### src/rtl/arbitro_pkg.sv
// Shared types and constants for the push-button arbiter: FSM encoding,
// command indices and the LED-state command function.
package arbitro_pkg;

    localparam int N_BOTOES = 4;
    localparam int CNT_W    = 20;

    localparam int CMD_INC  = 0;
    localparam int CMD_DEC  = 1;
    localparam int CMD_CLR  = 2;
    localparam int CMD_LOCK = 3;

    typedef enum logic [1:0] {
        OCIOSO = 2'd0,
        APLICA = 2'd1,
        ESPERA = 2'd2
    } estado_fsm_t;

    // Lock toggle and any command issued while locked leave the LED state as is.
    function automatic logic [2:0] executa_cmd(input logic [1:0] cmd,
                                               input logic [2:0] est,
                                               input logic       trav);
        logic [2:0] res;
        res = est;
        if (!trav) begin
            case (cmd)
                2'(CMD_INC): res = est + 3'd1;
                2'(CMD_DEC): res = est - 3'd1;
                2'(CMD_CLR): res = 3'd0;
                default:     res = est;
            endcase
        end
        return res;
    endfunction

endpackage

### src/rtl/arbitro_botoes_if.sv
// Button-press / LED bus between the debounce units, the arbiter and the board.
interface arbitro_botoes_if;
    import arbitro_pkg::*;

    logic [N_BOTOES-1:0] pulso;
    logic [2:0]          estado;
    logic [2:0]          leds;
    logic                travado;
    logic [N_BOTOES-1:0] concessao;
    logic                ocupado;
    logic                perdido;

    modport master (
        output pulso,
        input  estado, leds, travado, concessao, ocupado, perdido
    );

    modport slave (
        input  pulso,
        output estado, leds, travado, concessao, ocupado, perdido
    );

endinterface

### src/rtl/seletor_rr.sv
// Combinational round-robin winner search starting just after the last grant.
module seletor_rr
    import arbitro_pkg::*;
(
    input  logic [N_BOTOES-1:0] pendente,
    input  logic [1:0]          ponteiro,
    output logic [1:0]          vencedor,
    output logic                valido
);

    logic [1:0] idx;

    // Walk from the farthest candidate back to the nearest so the nearest pending index wins.
    always_comb begin
        vencedor = '0;
        idx      = '0;
        valido   = |pendente;
        for (int k = N_BOTOES; k >= 1; k--) begin
            idx = ponteiro + 2'(k);
            if (pendente[idx]) vencedor = idx;
        end
    end

endmodule

### src/rtl/arbitro_botoes.sv
// Round-robin arbiter sharing the 3-bit LED state between four button commands,
// with a hold-off window after every applied command.
module arbitro_botoes
    import arbitro_pkg::*;
#(
    parameter int unsigned HOLDOFF = 50000
) (
    input  logic               clk,
    input  logic               reset,
    arbitro_botoes_if.slave    bus
);

    localparam logic [CNT_W-1:0] HOLDOFF_M1 = CNT_W'(HOLDOFF - 1);

    estado_fsm_t         fsm_q, fsm_n;
    logic [N_BOTOES-1:0] pendente_q, pendente_n;
    logic [N_BOTOES-1:0] concessao_q, concessao_n;
    logic [N_BOTOES-1:0] limpa;
    logic [1:0]          ponteiro_q, ponteiro_n;
    logic [1:0]          indice_q, indice_n;
    logic [CNT_W-1:0]    contador_q, contador_n;
    logic [2:0]          estado_q, estado_n;
    logic [2:0]          leds_q;
    logic                travado_q, travado_n;
    logic                ocupado_q;
    logic                perdido_q, perdido_n;
    logic [1:0]          vencedor;
    logic                valido;

    seletor_rr u_seletor (
        .pendente (pendente_q),
        .ponteiro (ponteiro_q),
        .vencedor (vencedor),
        .valido   (valido)
    );

    always_ff @(posedge clk) begin
        if (reset) fsm_q <= OCIOSO;
        else       fsm_q <= fsm_n;
    end

    always_comb begin
        fsm_n = fsm_q;
        case (fsm_q)
            OCIOSO:  if (valido) fsm_n = APLICA;
            APLICA:  fsm_n = ESPERA;
            ESPERA:  if (contador_q == HOLDOFF_M1) fsm_n = OCIOSO;
            default: fsm_n = OCIOSO;
        endcase
    end

    always_comb begin
        concessao_n = '0;
        limpa       = '0;
        indice_n    = indice_q;
        ponteiro_n  = ponteiro_q;
        contador_n  = contador_q;
        estado_n    = estado_q;
        travado_n   = travado_q;
        case (fsm_q)
            OCIOSO: begin
                if (valido) begin
                    concessao_n = N_BOTOES'(1) << vencedor;
                    indice_n    = vencedor;
                end
            end
            APLICA: begin
                limpa      = concessao_q;
                ponteiro_n = indice_q;
                contador_n = '0;
                estado_n   = executa_cmd(indice_q, estado_q, travado_q);
                if (indice_q == 2'(CMD_LOCK)) travado_n = ~travado_q;
            end
            ESPERA:  contador_n = contador_q + CNT_W'(1);
            default: ;
        endcase
    end

    // A new press on the clearing edge survives; a press on an already pending bit is dropped.
    assign pendente_n = bus.pulso | (pendente_q & ~limpa);
    assign perdido_n  = perdido_q | (|(bus.pulso & pendente_q & ~limpa));

    always_ff @(posedge clk) begin
        if (reset) begin
            pendente_q  <= '0;
            concessao_q <= '0;
            indice_q    <= '0;
            ponteiro_q  <= 2'd3;
            contador_q  <= '0;
            estado_q    <= '0;
            leds_q      <= '0;
            travado_q   <= 1'b0;
            ocupado_q   <= 1'b0;
            perdido_q   <= 1'b0;
        end else begin
            pendente_q  <= pendente_n;
            concessao_q <= concessao_n;
            indice_q    <= indice_n;
            ponteiro_q  <= ponteiro_n;
            contador_q  <= contador_n;
            estado_q    <= estado_n;
            leds_q      <= estado_n;
            travado_q   <= travado_n;
            ocupado_q   <= (fsm_n != OCIOSO);
            perdido_q   <= perdido_n;
        end
    end

    assign bus.estado    = estado_q;
    assign bus.leds      = leds_q;
    assign bus.travado   = travado_q;
    assign bus.concessao = concessao_q;
    assign bus.ocupado   = ocupado_q;
    assign bus.perdido   = perdido_q;

endmodule

### src/flat_wrapper.sv
// flat-port wrapper written by rule: the top's interface ports become plain ports
module arbitro_botoes_flat import arbitro_pkg::*;
#(
    parameter int unsigned HOLDOFF = 50000
)
  (clk, reset, bus_pulso, bus_estado, bus_leds, bus_travado, bus_concessao, bus_ocupado, bus_perdido);
  arbitro_botoes_if bus_i ();
  input  logic clk;
  input  logic reset;
  input wire logic [$bits(bus_i.pulso)-1:0] bus_pulso;
  output wire logic [$bits(bus_i.estado)-1:0] bus_estado;
  output wire logic [$bits(bus_i.leds)-1:0] bus_leds;
  output wire logic [$bits(bus_i.travado)-1:0] bus_travado;
  output wire logic [$bits(bus_i.concessao)-1:0] bus_concessao;
  output wire logic [$bits(bus_i.ocupado)-1:0] bus_ocupado;
  output wire logic [$bits(bus_i.perdido)-1:0] bus_perdido;
  assign bus_i.pulso = bus_pulso;
  assign bus_estado = bus_i.estado;
  assign bus_leds = bus_i.leds;
  assign bus_travado = bus_i.travado;
  assign bus_concessao = bus_i.concessao;
  assign bus_ocupado = bus_i.ocupado;
  assign bus_perdido = bus_i.perdido;
  arbitro_botoes #(.HOLDOFF(HOLDOFF)) u_core (.clk(clk), .reset(reset), .bus(bus_i));
endmodule
### config.mk
export PLATFORM = sky130hd
export DESIGN_NAME = arbitro_botoes_flat
export DESIGN_NICKNAME = d
export VERILOG_FILES = /design/src/rtl/arbitro_pkg.sv /design/src/rtl/arbitro_botoes_if.sv /design/src/rtl/seletor_rr.sv /design/src/rtl/arbitro_botoes.sv /design/src/flat_wrapper.sv
export SDC_FILE = /design/constraint.sdc
export NUM_CORES = 1
export LEC_CHECK = 0
export ABC_AREA = 1
export CAP_MARGIN = 5
export CORE_MARGIN = 10
export CORE_UTILIZATION = 31
export CTS_CLUSTER_DIAMETER = 150
export DETAILED_ROUTE_END_ITERATION = 8
export PLACE_DENSITY = 0.51
export SLEW_MARGIN = 20
export SYNTH_ARGS = -nofsm -noshare
export SYNTH_HDL_FRONTEND = slang
export SYNTH_SLANG_ARGS = --single-unit
### constraint.sdc
create_clock -name clk -period 1.53 [get_ports clk]
set_input_delay 0.3825 -clock clk [delete_from_list [all_inputs] [get_ports clk]]
set_output_delay 0.3825 -clock clk [all_outputs]
set_load 0.02 [all_outputs]
==> impl_table.tex, run 1 <==
\begin{tabular}{lr}
\hline
Metric & Value \\
\hline
\multicolumn{2}{l}{\textbf{STA}} \\
\quad Upper clock frequency limit & 0.681 GHz \\
\quad Rel. slew slack & 84.5\% \\
\quad Minimum setup slack in the final design & 61.5 ps \\
\quad Time the final worst path needs with I/O delays and setup & 1470 ps \\
\quad Max-slew violation count & 0 \\
\quad Setup violations, final & 0 \\
\quad Final hold violations & 0 \\
\quad Final worst-path cycle share & 96.0\% \\
\quad Slew at the pin with the worst max-slew slack & 232 ps \\
\quad RSZ-0062 raised after global routing & true \\
\quad Fin Clk Skew & 6.84 ps \\
\multicolumn{2}{l}{\textbf{Run status}} \\
\quad Status & finished, final reports clean \\
\multicolumn{2}{l}{\textbf{Route}} \\
\quad Number of vias per cell after detailed routing & 4.67 \\
\quad Via count & 1958 \\
\quad Iteration count of the initial detailed-routing pass & 4 \\
\quad Violation count after the first detailed-route iteration & 74 \\
\quad DRC Markers & 0 \\
\quad Average wire per standard cell & 11.8 um \\
\quad Final antenna-violating net count & 0 \\
\quad Detailed-route wire length & 4.94 mm \\
\multicolumn{2}{l}{\textbf{Global routing}} \\
\quad Initial antenna violation count & 0 \\
\quad Pin count of the biggest net entering global routing & 13 \\
\quad Wire length of the first global-routing pass & 8.68 mm \\
\quad Overflow left after global routing & 0 \\
\quad Via count of the first global-routing pass & 1904 \\
\quad All-Layer GR Usage & 10.2\% \\
\multicolumn{2}{l}{\textbf{Clocking}} \\
\quad Inserted Clock Buffers & 5 \\
\quad CTS root buffer & sky130\_fd\_sc\_hd\_\_clkbuf\_8 \\
\quad Clock slew at the register clock pins of the worst setup and hold paths & 80 ps \\
\quad TritonCTS clock tree & done \\
\quad Largest buffer count on any clock path & 2 \\
\quad Hold buffer count at cts & 0 \\
\quad Clock insertion delay at the later pin of the skew report & 280 ps \\
\quad Clock Sink Count & 40 \\
\quad H-tree depth & 2 \\
\multicolumn{2}{l}{\textbf{Logic synthesis}} \\
\quad Post-synthesis net count & 314 \\
\quad Sequential area share after synthesis & 38.3\% \\
\quad Most area-consuming cells after synthesis & sky130\_fd\_sc\_hd\_\_dfxtp\_1 38\%, sky130\_fd\_sc\_hd\_\_nand2\_1 12\%, sky130\_fd\_sc\_hd\_\_nor2\_1 7.0\% \\
\quad Synthesized flop and latch total & 40 \\
\quad Distinct cell type count after synthesis & 34 \\
\quad Yosys warning total & 0 \\
\quad Post-synthesis cell count & 302 \\
\quad Mean instance size in the synthesized netlist & 6.93 sq um \\
\quad EDFF count, synth & 0 \\
\quad Post-synth top flop & sky130\_fd\_sc\_hd\_\_dfxtp\_1 \\
\quad Cell area after technology mapping & 0.00209 sq mm \\
\quad Top-area cell type share of the netlist area & 38.3\% \\
\quad FFs w/ async S/R, synth & 0\% \\
\quad Library cell with the largest summed area after synthesis & sky130\_fd\_sc\_hd\_\_dfxtp\_1 \\
\multicolumn{2}{l}{\textbf{Finish}} \\
\quad Most common cell after layout, fill and taps aside & sky130\_fd\_sc\_hd\_\_nand2\_1 \\
\quad Antenna diode instance count & 0 \\
\quad Area occupied by multi-input gates & 0.00115 sq mm \\
\quad Sequential cell area in the final layout & 808 sq um \\
\quad Most frequent cells in the layout & 65 x sky130\_fd\_sc\_hd\_\_nand2\_1, 36 x sky130\_fd\_sc\_hd\_\_nor2\_1, 34 x sky130\_fd\_sc\_hd\_\_dfxtp\_1 \\
\quad Synthesis-to-layout area growth & 25.5\% \\
\quad Count of placed standard cells in the final layout, fillers left out & 419 \\
\quad Number of nets in the finished design & 353 \\
\quad Filler cells & 712 \\
\quad Share of layout cells above drive strength 1 & 21.3\% \\
\multicolumn{2}{l}{\textbf{Placement}} \\
\quad Placed cell count & 409 \\
\quad Worst setup slack before clock tree synthesis & -52.2 ps \\
\quad Number of buffer cells added on primary ports & 18 \\
\quad Gp weighted congestion & 0.825 \\
\quad Post-detail-place hpwl & 3.87 mm \\
\multicolumn{2}{l}{\textbf{Hold path}} \\
\quad Hold depth & 2 \\
\quad Type of the worst min-delay path & reg2reg \\
\multicolumn{2}{l}{\textbf{Worst setup path}} \\
\quad Worst Path Buf+Inv & 1 \\
\quad Worst Path Arrival & 1640 ps \\
\quad Class of the most critical setup path & reg2reg \\
\quad Worst path top cell family by delay & adder cells \\
\quad Kind of start point of the critical path & flop \\
\quad Number of cells on the worst reg-to-reg path & 6 \\
\quad Critical path's slowest cell & sky130\_fd\_sc\_hd\_\_fa\_2 \\
\quad Crit path capture type & flop \\
\quad Largest fanout on the critical path & 2 \\
\quad Depth of the critical timing path with buffers and inverters included & 6 \\
\quad Critical path, cell by cell & inv\_2 -> or2\_4 -> fa\_2 -> xor2\_2 -> o211ai\_1 -> a21oi\_1 \\
\quad Required time of the critical path & 1700 ps \\
\quad CP peak stage delay & 350 ps \\
\multicolumn{2}{l}{\textbf{Power and ir drop}} \\
\quad Maximum resistive drop on vdd & 0.441 mV \\
\quad Lkg Pwr & 1.14 nW \\
\quad Pwr Density & 1470 mW/mm\^{}2 \\
\multicolumn{2}{l}{\textbf{Floorplanning}} \\
\quad \# IOs & 19 \\
\quad Area of the placeable core & 0.00646 sq mm \\
\quad Floorplan die area & 0.0104 sq mm \\
\quad Height of the die & 102 um \\
\quad Initial core utilization & 32.4\% \\
\quad Die width & 102 um \\
\quad Number of core rows & 29 \\
\multicolumn{2}{l}{\textbf{Run}} \\
\quad Total of max-cap violations & 0 \\
\hline
\end{tabular}
## stage by stage
stage          util [%]  TNS (ps)  power [mW]  cell area (sq um)  hold WS (ps)
2_1_floorplan         -     -11.6        2.57               2110           459
3_3_place_gp       38.3     -35.8        3.11               2470           486
3_5_place_dp       38.3      -134        3.12               2470           492
4_1_cts            39.8         0        3.81               2570           501
5_1_grt            40.7     -79.4        4.20               2630           541
6_report           40.7         0        3.85               2630           503
## report_power, final
group / switching, mW / internal (mW) / total [mW] / leakage, nW
Clock: 0.360 / 0.360 / 0.720 / 0.0510
Combinational: 1.05 / 0.710 / 1.76 / 0.763
Sequential: 0.148 / 1.23 / 1.37 / 0.328
## tightest hold or removal path, cell delays in order, from the launching register on
cell	delay, ps
sky130_fd_sc_hd__dfxtp_1	350
sky130_fd_sc_hd__a31oi_1	50
sky130_fd_sc_hd__nor2_1	70
## worst paths after layout
path | startpoint | endpoint | slack [ps]
worst max register to register | u_core.indice_q[0]$_SDFFE_PP0P_ | u_core.bus.leds[2]$_SDFFE_PP0P_ | 60
worst min register to register | u_core.contador_q[9]$_SDFFE_PP0P_ | u_core.contador_q[9]$_SDFFE_PP0P_ | 500
worst max-delay path | u_core.indice_q[0]$_SDFFE_PP0P_ | u_core.bus.leds[2]$_SDFFE_PP0P_ | 60
worst min-delay path | u_core.contador_q[9]$_SDFFE_PP0P_ | u_core.contador_q[9]$_SDFFE_PP0P_ | 500
## cell usage after synthesis (3+ instances only)
library cell / instances
sky130_fd_sc_hd__a21oi_1: 22
sky130_fd_sc_hd__a31oi_1: 3
sky130_fd_sc_hd__buf_4: 3
sky130_fd_sc_hd__dfxtp_1: 40
sky130_fd_sc_hd__ha_1: 5
sky130_fd_sc_hd__inv_1: 35
sky130_fd_sc_hd__inv_2: 4
sky130_fd_sc_hd__nand2_1: 67
sky130_fd_sc_hd__nand2_2: 4
sky130_fd_sc_hd__nand3_1: 25
sky130_fd_sc_hd__nand4_1: 5
sky130_fd_sc_hd__nor2_1: 39
sky130_fd_sc_hd__nor3_1: 9
sky130_fd_sc_hd__o21ai_0: 13
sky130_fd_sc_hd__o21ai_1: 3
## state kept, by name (all words and copies together) (netlist names)
| name | count |
|---|---|
| u_core.bus.concessao | 4 |
| u_core.bus.leds | 3 |
| u_core.bus.ocupado | 1 |
| u_core.bus.perdido | 1 |
| u_core.bus.travado | 1 |
| u_core.contador_q | 20 |
| u_core.fsm_q | 2 |
| u_core.indice_q | 2 |
| u_core.pendente_q | 4 |
| u_core.ponteiro_q | 2 |
## timing repair
item / CTS / global route
endpoints found under the setup margin: 18 / 24
gates resized for setup: 18 / 22
pin swaps: 4 / 4
buffers inserted: 1 / 1
## layout make-up
type	count	area share (%)
Multi-Input combinational cell	215	43.9
Sequential cell	40	30.8
Timing Repair Buffer	39	12.2
Inverter	40	5.90
Tap cell	77	3.67
Clock buffer	6	3.14
Clock inverter	2	0.381
## logic make-up after synthesis
| family | share of synthesized area [%] |
|---|---|
| flip-flops | 38.3 |
| XOR/XNOR | 0.837 |
| AO/OA/AOI/OAI | 12.6 |
| buffers and inverters | 9.80 |
| adder cells (fa/ha/maj) | 3.95 |
| AND/OR/NAND/NOR | 34.5 |
## routing by layer
layer | track usage [%] | part of all wire (%) | vias up
met5 | 0 | 0 | -
met4 | 3.80 | 1.1 | 0
met3 | 2.77 | 4.2 | 4
met2 | 17.2 | 46 | 26
met1 | 12.0 | 48 | 879
li1 | - | - | 1049
No activity file was read; power rests on OpenSTA's default activity.
==> run 2, diff against run 1 <==
--- a/config.mk
+++ b/config.mk
@@ -8,10 +8,10 @@
 export ABC_AREA = 1
 export CAP_MARGIN = 5
 export CORE_MARGIN = 10
-export CORE_UTILIZATION = 31
+export CORE_UTILIZATION = 35
 export CTS_CLUSTER_DIAMETER = 150
 export DETAILED_ROUTE_END_ITERATION = 8
-export PLACE_DENSITY = 0.51
+export PLACE_DENSITY = 0.56
 export SLEW_MARGIN = 20
 export SYNTH_ARGS = -nofsm -noshare
 export SYNTH_HDL_FRONTEND = slang
==> impl_table.tex, run 2 (same netlist as run 1, synthesis figures left out) <==
\begin{tabular}{lr}
\hline
Metric & Value \\
\hline
\multicolumn{2}{l}{\textbf{Worst setup path}} \\
\quad Worst Path Arrival & 1710 ps \\
\quad Largest fanout on the critical path & 3 \\
\quad Required time of the critical path & 1730 ps \\
\quad Register-to-Register Setup Slack & 10 ps \\
\quad Class of the most critical setup path & reg2reg \\
\quad Critical path, cell by cell & inv\_2 -> ha\_4 -> nand2\_4 -> nor2\_4 -> nand4\_1 -> nor2\_2 -> buf\_4 -> nand3\_2 -> nand2\_1 -> nor2\_1 \\
\quad CP peak stage delay & 340 ps \\
\quad Crit path capture type & flop \\
\quad Kind of start point of the critical path & flop \\
\quad Critical path's slowest cell & sky130\_fd\_sc\_hd\_\_dfxtp\_2 \\
\multicolumn{2}{l}{\textbf{Finish}} \\
\quad Antenna diode instance count & 0 \\
\quad Sequential cell area in the final layout & 807 sq um \\
\quad Area occupied by multi-input gates & 0.00116 sq mm \\
\quad Most frequent cells in the layout & 65 x sky130\_fd\_sc\_hd\_\_nand2\_1, 35 x sky130\_fd\_sc\_hd\_\_nor2\_1, 35 x sky130\_fd\_sc\_hd\_\_dfxtp\_1 \\
\quad Filler cells & 603 \\
\quad Register ranked first by flip-flop count & u\_core.contador\_q \\
\quad Flip-flop count of the largest register, all copies and words added & 20 \\
\quad Most common cell after layout, fill and taps aside & sky130\_fd\_sc\_hd\_\_nand2\_1 \\
\quad Share of layout cells above drive strength 1 & 21.1\% \\
\quad Number of nets in the finished design & 353 \\
\quad Synthesis-to-layout area growth & 25.7\% \\
\multicolumn{2}{l}{\textbf{Global routing}} \\
\quad Pin count of the biggest net entering global routing & 15 \\
\quad Via count of the first global-routing pass & 1931 \\
\quad Wire length of the first global-routing pass & 8.42 mm \\
\quad Initial antenna violation count & 0 \\
\quad Overflow left after global routing & 0 \\
\quad All-Layer GR Usage & 10.4\% \\
\multicolumn{2}{l}{\textbf{STA}} \\
\quad Upper clock frequency limit & 0.659 GHz \\
\quad Final worst-path cycle share & 99.2\% \\
\quad Final hold violations & 0 \\
\quad Rel. slew slack & 83.2\% \\
\quad Worst hold-check slack & 503 ps \\
\quad Time the final worst path needs with I/O delays and setup & 1520 ps \\
\quad Minimum setup slack in the final design & 12.6 ps \\
\quad Max-slew violation count & 0 \\
\quad Setup violations, final & 0 \\
\quad Slew at the pin with the worst max-slew slack & 252 ps \\
\quad Setup Total Neg Slack & 0 ps \\
\quad RSZ-0062 raised after global routing & true \\
\quad Fin Clk Skew & 10.1 ps \\
\multicolumn{2}{l}{\textbf{Clocking}} \\
\quad CTS root buffer & sky130\_fd\_sc\_hd\_\_clkbuf\_8 \\
\quad Inserted Clock Buffers & 5 \\
\quad Clock slew at the register clock pins of the worst setup and hold paths & 80 ps \\
\quad TritonCTS clock tree & done \\
\quad Largest buffer count on any clock path & 2 \\
\quad Hold buffer count at cts & 0 \\
\quad Clock insertion delay at the later pin of the skew report & 310 ps \\
\quad H-tree depth & 2 \\
\quad Clock Sink Count & 40 \\
\multicolumn{2}{l}{\textbf{Run status}} \\
\quad Status & finished, final reports clean \\
\multicolumn{2}{l}{\textbf{Placement}} \\
\quad Post-detail-place hpwl & 3.67 mm \\
\quad Worst setup slack before clock tree synthesis & -52.6 ps \\
\quad Gp weighted congestion & 0.908 \\
\quad Number of buffer cells added on primary ports & 18 \\
\multicolumn{2}{l}{\textbf{Floorplanning}} \\
\quad Initial core utilization & 35.8\% \\
\quad Floorplan die area & 0.00947 sq mm \\
\quad \# IOs & 19 \\
\quad Number of core rows & 28 \\
\quad Area of the placeable core & 0.00585 sq mm \\
\quad Die width & 97.3 um \\
\quad Height of the die & 97.3 um \\
\multicolumn{2}{l}{\textbf{Route}} \\
\quad Number of vias per cell after detailed routing & 4.68 \\
\quad Detailed-route wire length & 4.72 mm \\
\quad DRC Markers & 0 \\
\quad Violation count after the first detailed-route iteration & 50 \\
\quad Final antenna-violating net count & 0 \\
\quad Via count & 1952 \\
\quad Average wire per standard cell & 11.3 um \\
\quad Iteration count of the initial detailed-routing pass & 4 \\
\multicolumn{2}{l}{\textbf{Power and ir drop}} \\
\quad Pwr Density & 1450 mW/mm\^{}2 \\
\quad Lkg Pwr & 1.13 nW \\
\quad Maximum resistive drop on vdd & 0.612 mV \\
\multicolumn{2}{l}{\textbf{Run}} \\
\quad Total of max-cap violations & 0 \\
\multicolumn{2}{l}{\textbf{Hold path}} \\
\quad Type of the worst min-delay path & reg2reg \\
\hline
\end{tabular}
-- run 2: routing by layer --
metal | vias to the layer above | part of all wire (%) | global-route usage, %
met5 | - | 0 | 0
met3 | 9 | 4.2 | 2.77
met4 | 0 | 1.7 | 4.47
met2 | 30 | 49 | 17.8
met1 | 863 | 45 | 11.8
li1 | 1050 | - | -
-- run 2: area by class of cell --
class | count | share of cell area, %
clock buffer | 5 | 2.62
timing repair buffer | 39 | 12.4
tap | 75 | 3.57
multi-input combinational | 215 | 44.1
inverter | 40 | 5.80
sequential | 40 | 30.7
clock inverter | 3 | 0.903
-- run 2: path summary, 6_finish.rpt --
check                                  startpoint                                  to  cells after the start
setup / recovery       u_core.fsm_q[1]$_SDFF_PP0_  u_core.contador_q[19]$_SDFFE_PP0P_                     10
hold / removal    u_core.bus.leds[1]$_SDFFE_PP0P_     u_core.bus.leds[1]$_SDFFE_PP0P_                      2
setup reg to reg       u_core.fsm_q[1]$_SDFF_PP0_  u_core.contador_q[19]$_SDFFE_PP0P_                     10
hold reg to reg   u_core.bus.leds[1]$_SDFFE_PP0P_     u_core.bus.leds[1]$_SDFFE_PP0P_                      2
-- run 2: power breakdown --
part | internal [mW] | switching, mW
Combinational | 0.700 | 1.02
Sequential | 1.22 | 0.140
Clock | 0.323 | 0.409
-- run 2: worst max-delay path: cells and delay by family, from the launching register on --
kind | cells | cell delay [ps]
flops | 1 | 340
buf+inv | 2 | 180
fa+ha+maj | 1 | 280
simple gates | 7 | 610
-- run 2: per-stage QoR --
stage               util (%)  std cells  cell area, sq um  power (mW)
global route            45.0        417              2630        4.17
floorplan                  -        302              2110        2.57
global placement        42.0        405              2460        3.07
CTS                     44.0        416              2570        3.81
finish                  45.0        417              2630        3.82
detailed placement      42.0        405              2460        3.09
-- run 2: what timing repair did --
action	in CTS	in global routing
pin swaps	4	7
cloned	0	0
setup buffers	3	1
resized for setup	21	18
setup endpoints to repair	17	22
